[config.mk]
export PLATFORM = sky130hd
export DESIGN_NAME = fp_mul_arbiter
export DESIGN_NICKNAME = d
export VERILOG_FILES = /design/src/rtl/fp_pkg.sv /design/src/rtl/fp32_mul_core.sv /design/src/rtl/fp_mul_arbiter.sv
export SDC_FILE = /design/constraint.sdc
export NUM_CORES = 2
export LEC_CHECK = 0
export BUFFER_PORTS_ARGS = -buffer_cell sky130_fd_sc_hd__buf_2
export CORE_MARGIN = 1
export CORE_UTILIZATION = 66
export CTS_CLUSTER_DIAMETER = 50
export DETAILED_ROUTE_END_ITERATION = 16
export GPL_ROUTABILITY_DRIVEN = 0
export PLACE_DENSITY = 0.95
export SYNTH_ARGS = -nofsm -noshare
export SYNTH_HDL_FRONTEND = slang
export SYNTH_SLANG_ARGS = --single-unit
[constraint.sdc]
create_clock -name clk -period 11.9 [get_ports clk]
set_input_delay 2.38 -clock clk [delete_from_list [all_inputs] [get_ports clk]]
set_output_delay 2.38 -clock clk [all_outputs]
set_load 0.05 [all_outputs]
[src/rtl/fp_pkg.sv]
// Shared FP32 field layout, constants and arbiter state encoding for the
// battery-management multiply path.
package fp_pkg;

    localparam int FP_EXP_BIAS = 127;
    localparam int FP_EXP_W    = 8;
    localparam int FP_FRAC_W   = 23;

    typedef struct packed {
        logic                 sign;
        logic [FP_EXP_W-1:0]  exp;
        logic [FP_FRAC_W-1:0] frac;
    } fp32_t;

    typedef enum logic [1:0] {
        IDLE = 2'd0,
        CALC = 2'd1,
        RESP = 2'd2
    } arb_state_t;

endpackage

[src/rtl/fp32_mul_core.sv]
// Combinational FP32 multiplier: truncating, no special values, any zero
// exponent field forces a signed zero result.
module fp32_mul_core
    import fp_pkg::*;
(
    input  logic [31:0] a,
    input  logic [31:0] b,
    output logic [31:0] p
);

    fp32_t                fa;
    fp32_t                fb;
    fp32_t                fp;
    logic [47:0]          prod;
    logic                 exp_inc;
    logic [FP_FRAC_W-1:0] frac_n;
    logic [FP_EXP_W-1:0]  exp_n;

    // Returns {exponent increment, truncated fraction} for a 2.46 mantissa product.
    function automatic logic [FP_FRAC_W:0] trunc_norm(input logic [47:0] m);
        if (m[47]) begin
            return {1'b1, m[46:24]};
        end
        return {1'b0, m[45:23]};
    endfunction

    always_comb begin
        fa = fp32_t'(a);
        fb = fp32_t'(b);
        prod = 48'({1'b1, fa.frac}) * 48'({1'b1, fb.frac});
        {exp_inc, frac_n} = trunc_norm(prod);
        exp_n = fa.exp + fb.exp - 8'(FP_EXP_BIAS) + {7'd0, exp_inc};
        fp.sign = fa.sign ^ fb.sign;
        fp.exp  = exp_n;
        fp.frac = frac_n;
        if (fa.exp == '0 || fb.exp == '0) begin
            fp.exp  = '0;
            fp.frac = '0;
        end
        p = fp;
    end

endmodule

[src/rtl/fp_mul_arbiter.sv]
// Round-robin arbiter sharing one FP32 multiplier between NREQ requesters;
// products return on a single valid/ready channel tagged with requester ID.
module fp_mul_arbiter
    import fp_pkg::*;
#(
    parameter int NREQ = 4,
    parameter int XLEN = 32,
    parameter int IDW  = $clog2(NREQ)
) (
    input  logic                 clk,
    input  logic                 rst,
    input  logic [NREQ-1:0]      req_valid,
    output logic [NREQ-1:0]      req_ready,
    input  logic [NREQ*XLEN-1:0] req_a,
    input  logic [NREQ*XLEN-1:0] req_b,
    output logic                 rsp_valid,
    input  logic                 rsp_ready,
    output logic [IDW-1:0]       rsp_id,
    output logic [XLEN-1:0]      rsp_result,
    output logic                 busy,
    output logic [15:0]          op_count
);

    arb_state_t      state;
    logic [IDW-1:0]  ptr;
    logic [IDW-1:0]  gnt_idx;
    logic            gnt_found;
    logic            vld_p1;
    logic [XLEN-1:0] a_p0;
    logic [XLEN-1:0] b_p0;
    logic [IDW-1:0]  id_p0;
    logic [XLEN-1:0] prod_p0;

    // Scan ptr+NREQ down to ptr+1 so the nearest valid requester after ptr wins.
    always_comb begin
        gnt_found = 1'b0;
        gnt_idx   = '0;
        for (int k = NREQ; k >= 1; k--) begin
            if (req_valid[(int'(ptr) + k) % NREQ]) begin
                gnt_found = 1'b1;
                gnt_idx   = IDW'((int'(ptr) + k) % NREQ);
            end
        end
    end

    always_comb begin
        req_ready = '0;
        if (state == IDLE && gnt_found) begin
            req_ready[gnt_idx] = 1'b1;
        end
    end

    assign busy      = (state != IDLE);
    assign rsp_valid = vld_p1;

    // Stage p0: operand capture on grant
    always_ff @(posedge clk) begin
        if (state == IDLE && gnt_found) begin
            a_p0  <= req_a[gnt_idx*XLEN +: XLEN];
            b_p0  <= req_b[gnt_idx*XLEN +: XLEN];
            id_p0 <= gnt_idx;
        end
    end

    fp32_mul_core u_mul (
        .a (a_p0),
        .b (b_p0),
        .p (prod_p0)
    );

    // Stage p1: registered product and handshake control
    always_ff @(posedge clk) begin
        if (rst) begin
            state      <= IDLE;
            ptr        <= IDW'(NREQ - 1);
            vld_p1     <= 1'b0;
            rsp_id     <= '0;
            rsp_result <= '0;
            op_count   <= '0;
        end else begin
            case (state)
                IDLE: begin
                    if (gnt_found) begin
                        state <= CALC;
                    end
                end
                CALC: begin
                    rsp_result <= prod_p0;
                    rsp_id     <= id_p0;
                    ptr        <= id_p0;
                    vld_p1     <= 1'b1;
                    state      <= RESP;
                end
                RESP: begin
                    if (rsp_ready) begin
                        vld_p1   <= 1'b0;
                        op_count <= op_count + 16'd1;
                        state    <= IDLE;
                    end
                end
                default: begin
                    vld_p1 <= 1'b0;
                    state  <= IDLE;
                end
            endcase
        end
    end

endmodule
==> out/qor.txt <==
Core box area: 0.0369 mm²
CTS sink count: 121
Global-route wire length before repair: 123 mm
FMAX: 96.5 MHz
Status: finished, final reports clean
Ys flop type: edfxtp_1
Largest net degree at the start of global routing: 107
Port-buffer cells: 318
Fin cells: 3572
Residual DRC: 0
Vias: 22.1k
Fill cells: 2316
CTS tree: done
Worst setup SP type: flop
Synth area leaders: fa_1 39%, ha_1 9.2%, nand2_1 8.9%, inv_1 8.6%, edfxtp_1 8.0%
Commonest cells post-synth: 588 x nand2_1, 567 x inv_1, 482 x fa_1
Hold Slack: 0.445 ns
Root Driver: clkbuf_16
Period Utilization, post-route: 87.1%
Syn_nets: 3767
RSZ-0062 raised after global routing: no
Final Skew: 0.0236 ns
Cells after Synth: 2839
Max Slew Vio Count: 0
Die height: 196 µm
Iteration-0 DRC Markers: 2371
Final Setup Violations: 0
# rows: 70
Max H-tree Level: 4
Initial antenna violation count: 4
Remaining global-route overflow: 0
CP endpoint kind: flop
Worst hold start: rsp_result[9]$_SDFFE_PP0P_
Syn_area_per_cell: 8.77 µm²
Final HPWL DP: 60.5 mm
Area of the multi-input gates: 0.0191 mm²
Die area: 0.0385 mm²
Cell Area, Synth: 0.0249 mm²
Io pins: 319
Minimum clock period: 10.36 ns
Slew @ Worst Pin: 1.22 ns
Max-Cap Viols: 0
Post-synth EDFFs: 66
Hold Path Class: flop to flop
Util after Layout: 74.2%
Area leader, netlist: fa_1
Fin nets: 3980
Clock Latency Late Sink: 0.46 ns
Worst EP required: 12.20 ns
CTS buffer count: 17
Area Growth Syn to Fin: 10.0%
Yosys cell types: 80
Slowest Stage Delay on Critical Path: 1.04 ns
Kind of critical path: flop to flop
Setup TNS Final: 0 ns
Sequential element share of the synthesized area: 12.4%
Detailed-router iteration count before antenna repair: 6
Die Wd: 196 µm
Post-CTS Setup Bufs: 0
Maximum fanout along the worst path: 27
YS warnings: 0
Yosys top cell area share: 38.8%
Initial Util: 67.5%
Final Hold Fails: 0
Most common cell in the netlist: nand2_1
Hold Buf Count CTS: 0
Worst r2r src: b_p0[18]$_DFFE_PP_
Post_cts resized: 0
CTS clk-pin slew, worst paths: 0.06 ns
Seq cells post-synth: 121
CP arrival: 10.66 ns
Slowest cell on crit path: edfxtp_1
Gr usage total: 42.7%
Critical path origin: b_p0[18]$_DFFE_PP_
Routed len/inst: 22.3 µm
Placed Cells: 3537
Critical Path Most Common Cell: fa_1
Antenna Nets Post-Route: 0
Vias per cell: 6.19
Total routed wirelength: 79.5 mm
Share of flip-flops with an asynchronous set or reset: 0%
Share of cells above drive strength 1: 13.5%
Sequential standard cell area: 0.00308 mm²
Vias in the first global route: 24.0k
Buffer levels on the longest clock path: 2
Buf/Inv on CP: 3
Slew HR: 18.5%
CP top delay family: adder cells
-- layer usage --
| metal | wire [µm] | track usage [%] |
|---|---|---|
| met1 | 24000 | 44.1 |
| met2 | 37000 | 68.3 |
| met3 | 10100 | 15.6 |
| met4 | 8420 | 38.2 |
| met5 | 25 | 0 |
-- cell families (layout without fill, tap and decap cells) --
group	count (synthesis)	in the layout	synth area share (%)
fa+ha+maj	665	665	48.0
flops	121	121	12.4
mux	20	20	0.810
buf+inv	717	943	11.0
xor+xnor	54	54	2.07
compound gates	240	240	6.51
other cells	0	3	0
simple gates	1022	1022	19.3
-- path summary, 6_finish.rpt --
| path | endpoint | slack, ns | cells after the start |
|---|---|---|---|
| min reg2reg | rsp_result[9]$_SDFFE_PP0P_ | 0.45 | 2 |
| min | rsp_result[9]$_SDFFE_PP0P_ | 0.45 | 2 |
| max reg2reg | rsp_result[29]$_SDFFE_PP0P_ | 1.54 | 30 |
| max | rsp_result[29]$_SDFFE_PP0P_ | 1.54 | 30 |
-- cell usage in the layout (no fill, tap or decap), drive strengths merged, types with 4 or more instances in the layout --
cell type and n:
nand2 590, inv 572, fa 482, buf 342
and2 220, ha 183, nor2 73, and3 72
a31oi 69, edfxtp 66, dfxtp 55, a21oi 49
o21ai 45, xnor2 28, xor2 26, a21o 21
clkbuf 20, mux2i 19, nand3 13, nand4 9
a22oi 8, nor2b 7, nor3 7, nor4 7
a211oi 6, clkinv 6, and4 5, o21bai 5
nand2b 4, o211ai 4
-- stage by stage --
step	worst slack, ns	instance area, µm²
finish	1.54	27400
global route	0.992	27400
CTS	2.00	27400
detailed placement	2.13	26700
global placement	2.43	26700
floorplan	3.24	24900
-- sequential cells by signal, indices dropped and copies added (netlist names), 2 cells and up --
| register | cells |
|---|---|
| op_count | 16 |
| rsp_id | 2 |
| state | 2 |
| rsp_result | 32 |
| a_p0 | 32 |
| id_p0 | 2 |
| b_p0 | 32 |
| ptr | 2 |
-- worst register-to-register path: cells and delay by family (launching register included) --
family          cells  cell delay, ns
flops               1            1.04
compound gates     11            2.01
simple gates        3            0.81
xor+xnor            3            1.04
fa+ha+maj          10            5.09
buf+inv             3            0.22
-- cell type report --
| class | instances | area share [%] |
|---|---|---|
| Inverter | 569 | 7.81 |
| Antenna cell | 3 | 0.0274 |
| Clock inverter | 12 | 0.576 |
| Timing Repair Buffer | 342 | 6.47 |
| Clock buffer | 20 | 1.75 |
| Sequential cell | 121 | 11.3 |
| Multi-Input combinational cell | 2001 | 69.8 |
| Tap cell | 504 | 2.30 |
Power is left out: the tool's default activity adds up to more than one toggle a clock period on the data nets, which glitch-free logic cannot reach.
